## src/rtl/pll_led_sequencer.sv

```systemverilog
// Avalon-MM slave that sequences PLL reset and lock acquisition, then drives a
// programmable LED blinker from the locked system clock and exports status/counters.
module pll_led_sequencer #(
    parameter int RESET_CYCLES    = 16,
    parameter int LOCK_TIMEOUT    = 1024,
    parameter int CNT_W           = 24,
    parameter int HALF_PERIOD_RST = 25000000
) (
    input  logic        clock,
    input  logic        reset,
    input  logic [1:0]  address,
    input  logic        read,
    input  logic        write,
    input  logic [31:0] writedata,
    output logic [31:0] readdata,
    input  logic        pll_locked,
    output logic        pll_areset,
    output logic        LED
);

    localparam int RC_W = $clog2(RESET_CYCLES + 1);
    localparam int TO_W = $clog2(LOCK_TIMEOUT + 1);
    localparam logic [RC_W-1:0]  RC_LAST = RC_W'(RESET_CYCLES - 1);
    localparam logic [TO_W-1:0]  TO_LAST = TO_W'(LOCK_TIMEOUT - 1);
    localparam logic [CNT_W-1:0] HP_RST  = CNT_W'(HALF_PERIOD_RST);

    typedef enum logic [1:0] {
        ST_RST  = 2'd0,
        ST_WAIT = 2'd1,
        ST_RUN  = 2'd2,
        ST_FAIL = 2'd3
    } state_t;

    state_t            state;
    state_t            next_state;
    state_t            fsm_next;
    logic              sync_meta;
    logic              locked_s;
    logic [RC_W-1:0]   rst_cnt;
    logic [TO_W-1:0]   to_cnt;
    logic              led_en;
    logic              timeout_sticky;
    logic              lostlock_sticky;
    logic [CNT_W-1:0]  half_period;
    logic [CNT_W-1:0]  hp_m1;
    logic [CNT_W-1:0]  blink_cnt;
    logic [15:0]       toggles;
    logic              set_timeout;
    logic              set_lostlock;
    logic              enter_rst;
    logic              blink_run;
    logic              wr_ctrl;
    logic              wr_status;
    logic              wr_hp;
    logic              start;
    logic [31:0]       rd_mux;

    assign wr_ctrl   = write && (address == 2'd0);
    assign wr_status = write && (address == 2'd1);
    assign wr_hp     = write && (address == 2'd2);
    assign start     = wr_ctrl && writedata[1];

    // Two-flop synchronizer for the asynchronous lock indication
    always_ff @(posedge clock) begin
        if (reset) begin
            sync_meta <= 1'b0;
            locked_s  <= 1'b0;
        end else begin
            sync_meta <= pll_locked;
            locked_s  <= sync_meta;
        end
    end

    // Next-state logic; sticky sets are raised even when start overrides the move
    always_comb begin
        fsm_next     = state;
        next_state   = state;
        set_timeout  = 1'b0;
        set_lostlock = 1'b0;
        case (state)
            ST_RST: begin
                if (rst_cnt == RC_LAST) begin
                    fsm_next = ST_WAIT;
                end else begin
                    fsm_next = ST_RST;
                end
            end
            ST_WAIT: begin
                if (locked_s) begin
                    fsm_next = ST_RUN;
                end else if (to_cnt == TO_LAST) begin
                    fsm_next    = ST_FAIL;
                    set_timeout = 1'b1;
                end else begin
                    fsm_next = ST_WAIT;
                end
            end
            ST_RUN: begin
                if (!locked_s) begin
                    fsm_next     = ST_RST;
                    set_lostlock = 1'b1;
                end else begin
                    fsm_next = ST_RUN;
                end
            end
            ST_FAIL: fsm_next = ST_FAIL;
            default: fsm_next = ST_RST;
        endcase
        if (start) begin
            next_state = ST_RST;
        end else begin
            next_state = fsm_next;
        end
    end

    assign enter_rst = (next_state == ST_RST) && ((state != ST_RST) || start);
    // Blinker stops in the same cycle the FSM decides to leave RUN, so LED is low on RST entry
    assign blink_run = (state == ST_RUN) && (next_state == ST_RUN) && led_en;
    assign hp_m1     = (half_period == {CNT_W{1'b0}}) ? {CNT_W{1'b0}} : (half_period - CNT_W'(1));

    // State register, restart counters and PLL reset output
    always_ff @(posedge clock) begin
        if (reset) begin
            state      <= ST_RST;
            rst_cnt    <= {RC_W{1'b0}};
            to_cnt     <= {TO_W{1'b0}};
            pll_areset <= 1'b1;
        end else begin
            state      <= next_state;
            pll_areset <= (next_state == ST_RST);
            if (enter_rst) begin
                rst_cnt <= {RC_W{1'b0}};
                to_cnt  <= {TO_W{1'b0}};
            end else if (state == ST_RST) begin
                rst_cnt <= rst_cnt + RC_W'(1);
                to_cnt  <= to_cnt;
            end else if (state == ST_WAIT) begin
                rst_cnt <= rst_cnt;
                to_cnt  <= to_cnt + TO_W'(1);
            end else begin
                rst_cnt <= rst_cnt;
                to_cnt  <= to_cnt;
            end
        end
    end

    // Software-visible control, sticky status and half-period registers
    always_ff @(posedge clock) begin
        if (reset) begin
            led_en          <= 1'b0;
            timeout_sticky  <= 1'b0;
            lostlock_sticky <= 1'b0;
            half_period     <= HP_RST;
        end else begin
            led_en      <= wr_ctrl ? writedata[0] : led_en;
            half_period <= wr_hp ? writedata[CNT_W-1:0] : half_period;
            if (set_timeout) begin
                timeout_sticky <= 1'b1;
            end else if (wr_status && writedata[3]) begin
                timeout_sticky <= 1'b0;
            end else begin
                timeout_sticky <= timeout_sticky;
            end
            if (set_lostlock) begin
                lostlock_sticky <= 1'b1;
            end else if (wr_status && writedata[4]) begin
                lostlock_sticky <= 1'b0;
            end else begin
                lostlock_sticky <= lostlock_sticky;
            end
        end
    end

    // LED blinker and toggle counter
    always_ff @(posedge clock) begin
        if (reset) begin
            blink_cnt <= {CNT_W{1'b0}};
            LED       <= 1'b0;
            toggles   <= 16'd0;
        end else if (blink_run) begin
            if (blink_cnt >= hp_m1) begin
                blink_cnt <= {CNT_W{1'b0}};
                LED       <= ~LED;
                toggles   <= start ? 16'd0 : (toggles + 16'd1);
            end else begin
                blink_cnt <= blink_cnt + CNT_W'(1);
                LED       <= LED;
                toggles   <= start ? 16'd0 : toggles;
            end
        end else begin
            blink_cnt <= {CNT_W{1'b0}};
            LED       <= 1'b0;
            toggles   <= start ? 16'd0 : toggles;
        end
    end

    // Read data mux
    always_comb begin
        rd_mux = 32'd0;
        case (address)
            2'd0:    rd_mux = {31'd0, led_en};
            2'd1:    rd_mux = {27'd0, lostlock_sticky, timeout_sticky, locked_s, state};
            2'd2:    rd_mux = 32'(half_period);
            2'd3:    rd_mux = {16'd0, toggles};
            default: rd_mux = 32'd0;
        endcase
    end

    // Registered read data, held between reads
    always_ff @(posedge clock) begin
        if (reset) begin
            readdata <= 32'd0;
        end else if (read) begin
            readdata <= rd_mux;
        end else begin
            readdata <= readdata;
        end
    end

endmodule

```

## config.mk

```make
export PLATFORM = sky130hd
export DESIGN_NAME = pll_led_sequencer
export DESIGN_NICKNAME = d
export VERILOG_FILES = /design/src/rtl/pll_led_sequencer.sv
export SDC_FILE = /design/constraint.sdc
export NUM_CORES = 1
export LEC_CHECK = 0
export ABC_AREA = 1
export CORE_MARGIN = 2
export CORE_UTILIZATION = 40
export CTS_CLUSTER_DIAMETER = 150
export DETAILED_ROUTE_END_ITERATION = 8
export GPL_ROUTABILITY_DRIVEN = 1
export PLACE_DENSITY = 0.67
export SYNTH_ARGS = -nofsm -noshare
export SYNTH_HDL_FRONTEND = slang
export SYNTH_SLANG_ARGS = --single-unit
export TNS_END_PERCENT = 1
```

## constraint.sdc

```tcl
create_clock -name clock -period 2.9 [get_ports clock]
set_input_delay 0.435 -clock clock [delete_from_list [all_inputs] [get_ports clock]]
set_output_delay 0.435 -clock clock [all_outputs]
set_load 0.03 [all_outputs]
```

### Word level (Yosys, flattened, before mapping)

Cells that the tools add are included.

| operators by class | value |
|---|---|
| add/subtract/negate cells | 5 |
| $lt $le $gt $ge | 1 |
| eq/ne operators | 9 |
| muxes and demuxes | 21 |
| bitwise operators | 3 |
| reductions and logical operators | 21 |

Operators by type and width:

| kind | count |
|---|---|
| $pmux 32 s4 | 1 |
| $mux 16 | 4 |
| $add 24x1->24 const B | 1 |
| $ge 24x24->1 | 1 |
| $logic_not 24->1 | 1 |
| $mux 24 | 1 |
| $sub 24x1->24 const B | 1 |
| $add 16x1->16 const B | 1 |
| $add 11x1->11 const B | 1 |
| $eq 11x10->1 const B | 1 |
| $eq 2x2->1 const B | 5 |
| $mux 1 | 10 |
| $logic_and 1x1->1 | 9 |
| $mux 2 | 4 |
| $pmux 2 s4 | 1 |
| $logic_not 2->1 | 3 |
| $reduce_bool 2->1 | 3 |
| $add 5x1->5 const B | 1 |
| $eq 5x4->1 const B | 1 |
| $eq 2x1->1 const B | 2 |
| $reduce_or 2->1 | 2 |
| $not 1->1 | 3 |
| $reduce_or 3->1 | 1 |
| $reduce_and 2->1 | 1 |
| $logic_or 1x1->1 | 1 |

| storage, ports and cells | value |
|---|---|
| register bits after elaboration | 121 |
| input port bits | 39 |
| output and inout port bits | 34 |
| word-level logic and storage cells | 74 |

### Logic depth before layout (Yosys ltp)

Gate-level depths: netlist (run 1).

| logic depth | value |
|---|---|
| depth in word-level cells | 10 |
| mapped depth | 22 |
| gate-level depth less buffers | 22 |

### Least setup slack after synthesis (run 1)

Ideal clock, no wire load.

| timing | value |
|---|---|
| path type | register -> register |
| from | reg half_period[0] |
| to | reg toggles[7] |
| setup time | 117 ps |
| data arrival time | 2577 ps |
| required time | 2783 ps |
| path slack | 205 ps |
| cell stages (with the launch flop) | 19 |
| buffers on the path | 1 |
| clock period less this slack | 2695 ps |
| cell sequence | dfxtp_1 > inv_1 > nand3_1 > nor3_4 > nand3_1 > nor2_1 > nand3_1 > xor2_1 > nand2_1 > ha_1 > nand2_1 > nand2_1 > nand3_1 > nand2_1 > a21oi_1 > nand3_1 > buf_2 > a21boi_0 > nor2_1 |

| on the way | value |
|---|---|
| cells in the longest elaborated chain, start to end | 5 |
| elaborated cells between the ends (all ways) | 6 |
| classes of those cells | add/sub (1); order compare (1); mux (3); reduce/logical (1) |

RTL lines:

| what | line | RTL |
|---|---|---|
| from (decl) | 44 | `logic [CNT_W-1:0] half_period;` |
| from (signal assigned) | 156 | `half_period <= wr_hp ? writedata[CNT_W-1:0] : half_period;` |
| $sub 24x1->24 or $logic_not 24->1 (tied branches) | 119 | `assign hp_m1 = (half_period == {CNT_W{1'b0}}) ? {CNT_W{1'b0}} : (half_period - CNT_W'(1));` |
| $mux 24 * | 119 |  |
| $ge 24x24->1 * | 181 | `if (blink_cnt >= hp_m1) begin` |
| $mux 16 * | 181 |  |
| $mux 16 * | 180 | `end else if (blink_run) begin` |
| to (signal assigned) | 184 | `toggles <= start ? 16'd0 : (toggles + 16'd1);` |
| to (signal assigned) | 188 | `toggles <= start ? 16'd0 : toggles;` |
| to (signal assigned) | 193 | `toggles <= start ? 16'd0 : toggles;` |
| to (decl) | 47 | `logic [15:0] toggles;` |

Every way passes the cells marked *; elsewhere a longest branch is shown, timed or not.
A chain may end at the register's enable or synchronous reset.

### Worst setup path in the final report (run 1)

| timing | value |
|---|---|
| from | reg half_period[2] |
| to | reg blink_cnt[5] |

| on the way | value |
|---|---|
| cells in the longest elaborated chain, start to end | 4 |
| elaborated cells between the ends (all ways) | 5 |
| classes of those cells | add/sub (1); order compare (1); mux (1); reduce/logical (2) |

RTL lines:

| what | line | RTL |
|---|---|---|
| $sub 24x1->24 or $logic_not 24->1 (tied branches) | 119 |  |
| $mux 24 * | 119 |  |
| $ge 24x24->1 * | 181 |  |
| $reduce_or 3->1 (no line) * | - |  |
| to (signal assigned) | 182 | `blink_cnt <= {CNT_W{1'b0}};` |
| to (signal assigned) | 186 | `blink_cnt <= blink_cnt + CNT_W'(1);` |
| to (signal assigned) | 191 | `blink_cnt <= {CNT_W{1'b0}};` |
| to (decl) | 46 | `logic [CNT_W-1:0] blink_cnt;` |

Marked as above.

==> results of run 1 <==
what timing repair did:
item | in CTS | in global routing
cloned | 3 | 0
endpoints found under the setup margin | 41 | 41
gates resized for setup | 35 | 105
pin swaps | 16 | 38
hold buffers | 0 | 0
setup buffers | 8 | 8
power breakdown:
| part | leakage, nW | switching, mW | internal (mW) |
|---|---|---|---|
| registers | 0.920 | 0.0281 | 1.59 |
| clock network | 0.305 | 0.731 | 1.47 |
| logic | 2.65 | 0.295 | 0.218 |
| total | 3.88 | 1.05 | 3.28 |
critical path, delay by kind of cell, from the launching register on:
| kind | cells | cell delay, ns |
|---|---|---|
| AND/OR/NAND/NOR | 14 | 1.60 |
| buffers and inverters | 5 | 0.61 |
| flip-flops | 1 | 0.32 |
| adder cells (fa/ha/maj) | 1 | 0.29 |
layer usage:
| metal | vias to the layer above | track usage |
|---|---|---|
| li1 | 3286 | - |
| met1 | 3037 | 0.256 |
| met2 | 158 | 0.347 |
| met3 | 21 | 0.0451 |
| met4 | 0 | 0.0556 |
| met5 | - | 0 |
final timing paths:
kind,start,to,slack [ns],cells after the start
worst max-delay path,half_period[2],blink_cnt[5],-0.04,20
worst min-delay path,sync_meta,locked_s,0.40,2
worst max register to register,half_period[2],blink_cnt[5],-0.04,20
worst min register to register,sync_meta,locked_s,0.40,2
final cells by class:
cell class / count / area [sq um]
Clock buffer: 19 / 453
Inverter: 132 / 498
Tap cell: 216 / 270
Timing Repair Buffer: 128 / 1230
Clock inverter: 11 / 161
Multi-Input combinational cell: 668 / 4090
Fill cell: 1456 / 6920
Sequential cell: 113 / 2260
cells by family (layout without fill, tap and decap cells):
| logic type | after synthesis | count (layout) | share of synthesized area |
|---|---|---|---|
| compound gates | 147 | 147 | 0.130 |
| xor+xnor | 34 | 34 | 0.0459 |
| fa+ha+maj | 31 | 31 | 0.0598 |
| buf+inv | 167 | 290 | 0.106 |
| flops | 113 | 113 | 0.349 |
| mux | 4 | 4 | 0.00656 |
| other cells | 1 | 8 | 0.000578 |
| simple gates | 444 | 444 | 0.303 |
cell usage after synthesis (2+ instances only):
cell	instances
a21boi_0	6
a21o_1	2
a21oi_1	54
a31oi_1	2
and3_1	2
buf_2	8
buf_4	9
buf_6	2
clkbuf_1	15
dfxtp_1	113
ha_1	31
inv_1	123
inv_2	9
mux2_2	2
mux2i_1	2
nand2_1	194
nand2_2	5
nand2_4	2
nand3_1	67
nand3_2	2
nand3b_1	2
nand4_1	17
nor2_1	114
nor2_2	2
nor2_4	4
nor3_1	19
nor3b_1	2
nor4_1	4
o211ai_1	8
o21ai_0	57
o221ai_1	13
o22ai_1	3
or2_2	2
xnor2_1	10
xor2_1	24
metrics by stage:
step	area, sq um	cells
after floorplan	6510	948
after global placement	7570	1239
after detailed placement	7570	1239
after CTS	8450	1280
after global routing	8960	1287
final	8960	1287
state kept, by name, indices dropped and copies added, names as in the netlist:
name             cells
LED                  1
blink_cnt           24
half_period         24
led_en               1
locked_s             1
lostlock_sticky      1
pll_areset           1
readdata            24
rst_cnt              5
state                2
sync_meta            1
timeout_sticky       1
to_cnt              11
toggles             16
==> impl_metrics.json, run 1 <==
{
  "grt_usage": 0.202,
  "area_growth_pct": 38.2,
  "cts_root_buffer": "clkbuf_16",
  "setup.worst_path.class": "reg -> reg",
  "path_cells": "inv_2, nand3_4, nor3_4, nand3_2, nor2_4, buf_4, nand2_1, nand2_1, nand3_2, ha_4, nand2_1, nor2_4, nand2_2, nor2_4, nand2_4, buf_6, nand4_4, buf_12, buf_16, nor2_2",
  "synth_area_leaders": "dfxtp_1 35%, nand2_1 11%, inv_1 7.1%",
  "finalClockSkew_ns": 0.00796,
  "layout_commonest_cell": "nand2_1",
  "pre_cts_ws_ns": -0.262,
  "post-route-period-util": 1.01,
  "gp_congestion": 0.890,
  "fp-row-count": 46,
  "rsz0062_at_grt": "yes",
  "finalHoldViolCount": 0,
  "timing.setup.tns_ns": -0.315,
  "cts.sinks": 113,
  "fin_crit_ns": 2.94,
  "crit_path_top_delay_cell": "dfxtp_2",
  "total_leakage_power_nw": 3.88,
  "routed.top_layer": "met4",
  "viasPerCell": 5.05,
  "ant_nets": 0,
  "worstMarginPinSlew_ns": 0.512,
  "dp_hpwl_mm": 12.1,
  "io_buffers": 56,
  "synth_top_area_frac": 0.349,
  "clk_latency_ns": 0.42,
  "pin_count": 73,
  "ys_seq_area_frac": 0.349,
  "crit_fanout": 6,
  "clk_path_buf_depth": 2,
  "grt_pass1_wl_mm": 28.6,
  "worstSetupStartpointType": "flop",
  "final_cell_mix": "179 x nand2_1, 114 x inv_1, 111 x dfxtp_1",
  "syn_area_sq_um": 6480,
  "maxCapViolCount": 0,
  "grt_overflow_total": 0,
  "drive_gt1_frac": 0.212,
  "antenna_found_initial": 0,
  "setup_slack_ns": -0.0385,
  "ys_types": 45,
  "first_global_vias": 6203,
  "insertedDiodeCount": 0,
  "dieWidth_microns": 131,
  "hp-class": "reg -> reg",
  "cts_tree": "yes",
  "synth-main-ff-cell": "dfxtp_1",
  "status": "complete, but fails checks",
  "die_y_microns": 131,
  "final_nets": 1130,
  "die-area_sq_um": 17200,
  "hold_ws_ns": 0.399,
  "drt_wl_total_mm": 17.7,
  "vias": 6502,
  "max_freq_mhz": 340,
  "ir_drop_v": 0.000413,
  "slew_violations": 0,
  "start_util": 0.408,
  "cp.required_ns": 3.21,
  "wl_met3_microns": 854,
  "power_density_nw_per_um2": 483,
  "ys_seq_elements": 113,
  "crit_arrival_ns": 3.24,
  "async_flop_share": 0,
  "htreeDepth": 4,
  "total_power_mw": 4.33,
  "violations": "setup timing",
  "dr_wl_met2_mm": 8.61,
  "drt_pass1_iterations": 6,
  "slew_headroom": 0.658,
  "synth_edf_count": 0,
  "synthCells": 941,
  "setup_viol": 12,
  "core_area_sq_um": 15900,
  "wl_per_cell_microns": 13.8,
  "fin_util": 0.564,
  "grt_max_degree": 54,
  "yosysWarningCount": 0,
  "cp-end-kind": "flop",
  "cts_made_buffers": 17,
  "drc": 0,
  "synth.avg_cell_area_sq_um": 6.89,
  "yosys.area.top_type": "dfxtp_1",
  "slowest_delay_ns": 0.32,
  "drtIter0Drc": 386,
  "wl_met1_mm": 8.03,
  "clk_pin_slew_worst_paths_ns": 0.05
}
Power figures use the tool's default switching activity.
==> run 2: changes to the inputs <==
- DONT_BUFFER_PORTS: unset -> 1
- PLACE_DENSITY: 0.67 -> 0.61
==> impl_metrics.json, run 2 (synthesis gave the netlist of run 1 again) <==
{
  "cp-endpoint": "blink_cnt[14]",
  "dieWidth_microns": 131,
  "viasPerCell": 5.06,
  "final_nets": 1071,
  "die-area_sq_um": 17200,
  "pre_cts_ws_ns": -0.182,
  "reg.largest.list": "blink_cnt: 24 flops, half_period: 24 flops, readdata: 24 flops",
  "cts.sinks": 113,
  "whs_path_depth": 1,
  "fin_area_sq_um": 8090,
  "clk_pin_slew_worst_paths_ns": 0.05,
  "combPwrFrac": 0.080,
  "cp.required_ns": 3.23,
  "vias": 6225,
  "grt_pass1_wl_mm": 27.8,
  "cp-end-kind": "flop",
  "crit_fanout": 7,
  "setup.worst_path.class": "reg -> reg",
  "pin_count": 73,
  "start_util": 0.408,
  "status": "complete, but fails checks",
  "nFillCells": 1593,
  "hp-class": "in -> reg",
  "drc": 0,
  "fin_crit_ns": 2.96,
  "gp_congestion": 0.883,
  "drt_pass1_iterations": 5,
  "die_y_microns": 131,
  "violations": "setup timing",
  "io_buffers": 0,
  "finalClockSkew_ns": 0.00906,
  "rr_worst_depth": 19,
  "slew_violations": 0,
  "dp_hpwl_mm": 12.0,
  "antenna_found_initial": 1,
  "worstMarginPinSlew_ns": 0.535,
  "drive_gt1_frac": 0.186,
  "post-route-period-util": 1.02,
  "reg2reg_to": "blink_cnt[14]",
  "fp-row-count": 46,
  "setup_slack_ns": -0.0575,
  "fin_util": 0.509,
  "switching_share": 0.237,
  "rrSetupSlack_ns": -0.06,
  "crit_start": "half_period[5]",
  "cts_made_buffers": 17,
  "postCtsHoldBufs": 0,
  "maxCapViolCount": 0,
  "wl_per_cell_microns": 13.8,
  "intPower_mw": 3.30,
  "worstSetupStartpointType": "flop",
  "clk_latency_ns": 0.41,
  "grt_max_degree": 54,
  "power_density_nw_per_um2": 536,
  "first_global_vias": 5687,
  "stdcell_count": 1231,
  "htreeDepth": 4,
  "max_freq_mhz": 338,
  "clkPwrFrac": 0.537,
  "p_switching_mw": 1.03,
  "rsz0062_at_grt": "yes",
  "setup_viol": 2,
  "area_growth_pct": 24.7,
  "final_cell_mix": "182 x nand2_1, 115 x inv_1, 110 x dfxtp_1",
  "power_frac_seq": 0.383,
  "finalHoldViolCount": 0,
  "total_leakage_power_nw": 3.60,
  "slew_headroom": 0.643,
  "core_area_sq_um": 15900,
  "hold_start": "reset",
  "crit_arrival_ns": 3.29,
  "ir_drop_v": 0.000412,
  "ant_nets": 0,
  "drtIter0Drc": 436,
  "cts_tree": "yes",
  "layout_commonest_cell": "nand2_1",
  "placed_cells": 1187,
  "placed_area_sq_um": 7040,
  "grt_overflow_total": 0,
  "grt_usage": 0.197,
  "clk_path_buf_depth": 2,
  "r2r_start": "half_period[5]",
  "drt_wl_total_mm": 17.0,
  "cts_root_buffer": "clkbuf_16"
}
[run 2: layer usage]
layer	track usage	vias to the layer above	wire (microns)
li1	-	3183	-
met1	0.251	2881	7860
met2	0.330	147	8080
met3	0.0498	14	911
met4	0.0556	0	141
met5	0	-	0
[run 2: power by group through the flow]
| stage | Clock (mW) | Sequential, mW | Combinational [mW] |
|---|---|---|---|
| final | 2.32 | 1.66 | 0.347 |
| after global placement | 0 | 1.69 | 0.315 |
| after global routing | 2.43 | 1.66 | 0.393 |
| after floorplan | 0 | 1.68 | 0.225 |
| after detailed placement | 0 | 1.69 | 0.320 |
| after CTS | 2.37 | 1.66 | 0.326 |
[run 2: per-stage QoR]
step	power (mW)	hold slack (ns)	setup TNS, ns
3_5_place_dp	2.01	0.399	-3.35
4_1_cts	4.35	0.0625	-0.105
2_1_floorplan	1.91	0.388	0
3_3_place_gp	2.00	0.390	-2.05
6_report	4.33	0.0821	-0.0888
5_1_grt	4.48	0.0685	-6.64
[run 2: repair_timing]
item,CTS,global route
endpoints found under the setup margin,41,41
buffers inserted,1,6
cloned,0,4
pin swaps,2,27
gates resized for setup,12,69
[run 2: worst min-delay path by stage]
stage / slack, ns / endpoint
after CTS: 0.06 / locked_s
after global routing: 0.07 / sync_meta
after global placement: 0.39 / locked_s
after detailed placement: 0.40 / locked_s
final: 0.08 / locked_s
after floorplan: 0.39 / locked_s
[run 2: cell type report]
type / instances / area, sq um / share of cell area
multi-input combinational: 668 / 3790 / 0.469
clock inverter: 13 / 206 / 0.0255
sequential: 113 / 2270 / 0.280
inverter: 132 / 495 / 0.0613
antenna: 1 / 2.50 / 0.000309
tap: 216 / 270 / 0.0334
clock buffer: 19 / 453 / 0.0560
timing repair buffer: 69 / 601 / 0.0743
[run 2: critical path, stage by stage (launching register included)]
cell and delay, ns:
dfxtp_2 0.32, inv_2 0.05, nand2_2 0.07, nor3_4 0.32, nand3_2 0.13, nor2_2 0.15
nand3_1 0.10, xor2_1 0.19, nand2_1 0.12, ha_4 0.26, nand2_2 0.05, nand2_2 0.05
nand3_2 0.06, nand2_2 0.06, a21oi_2 0.16, buf_6 0.14, buf_6 0.09, nand4_4 0.16
buf_12 0.20, nor3b_2 0.17
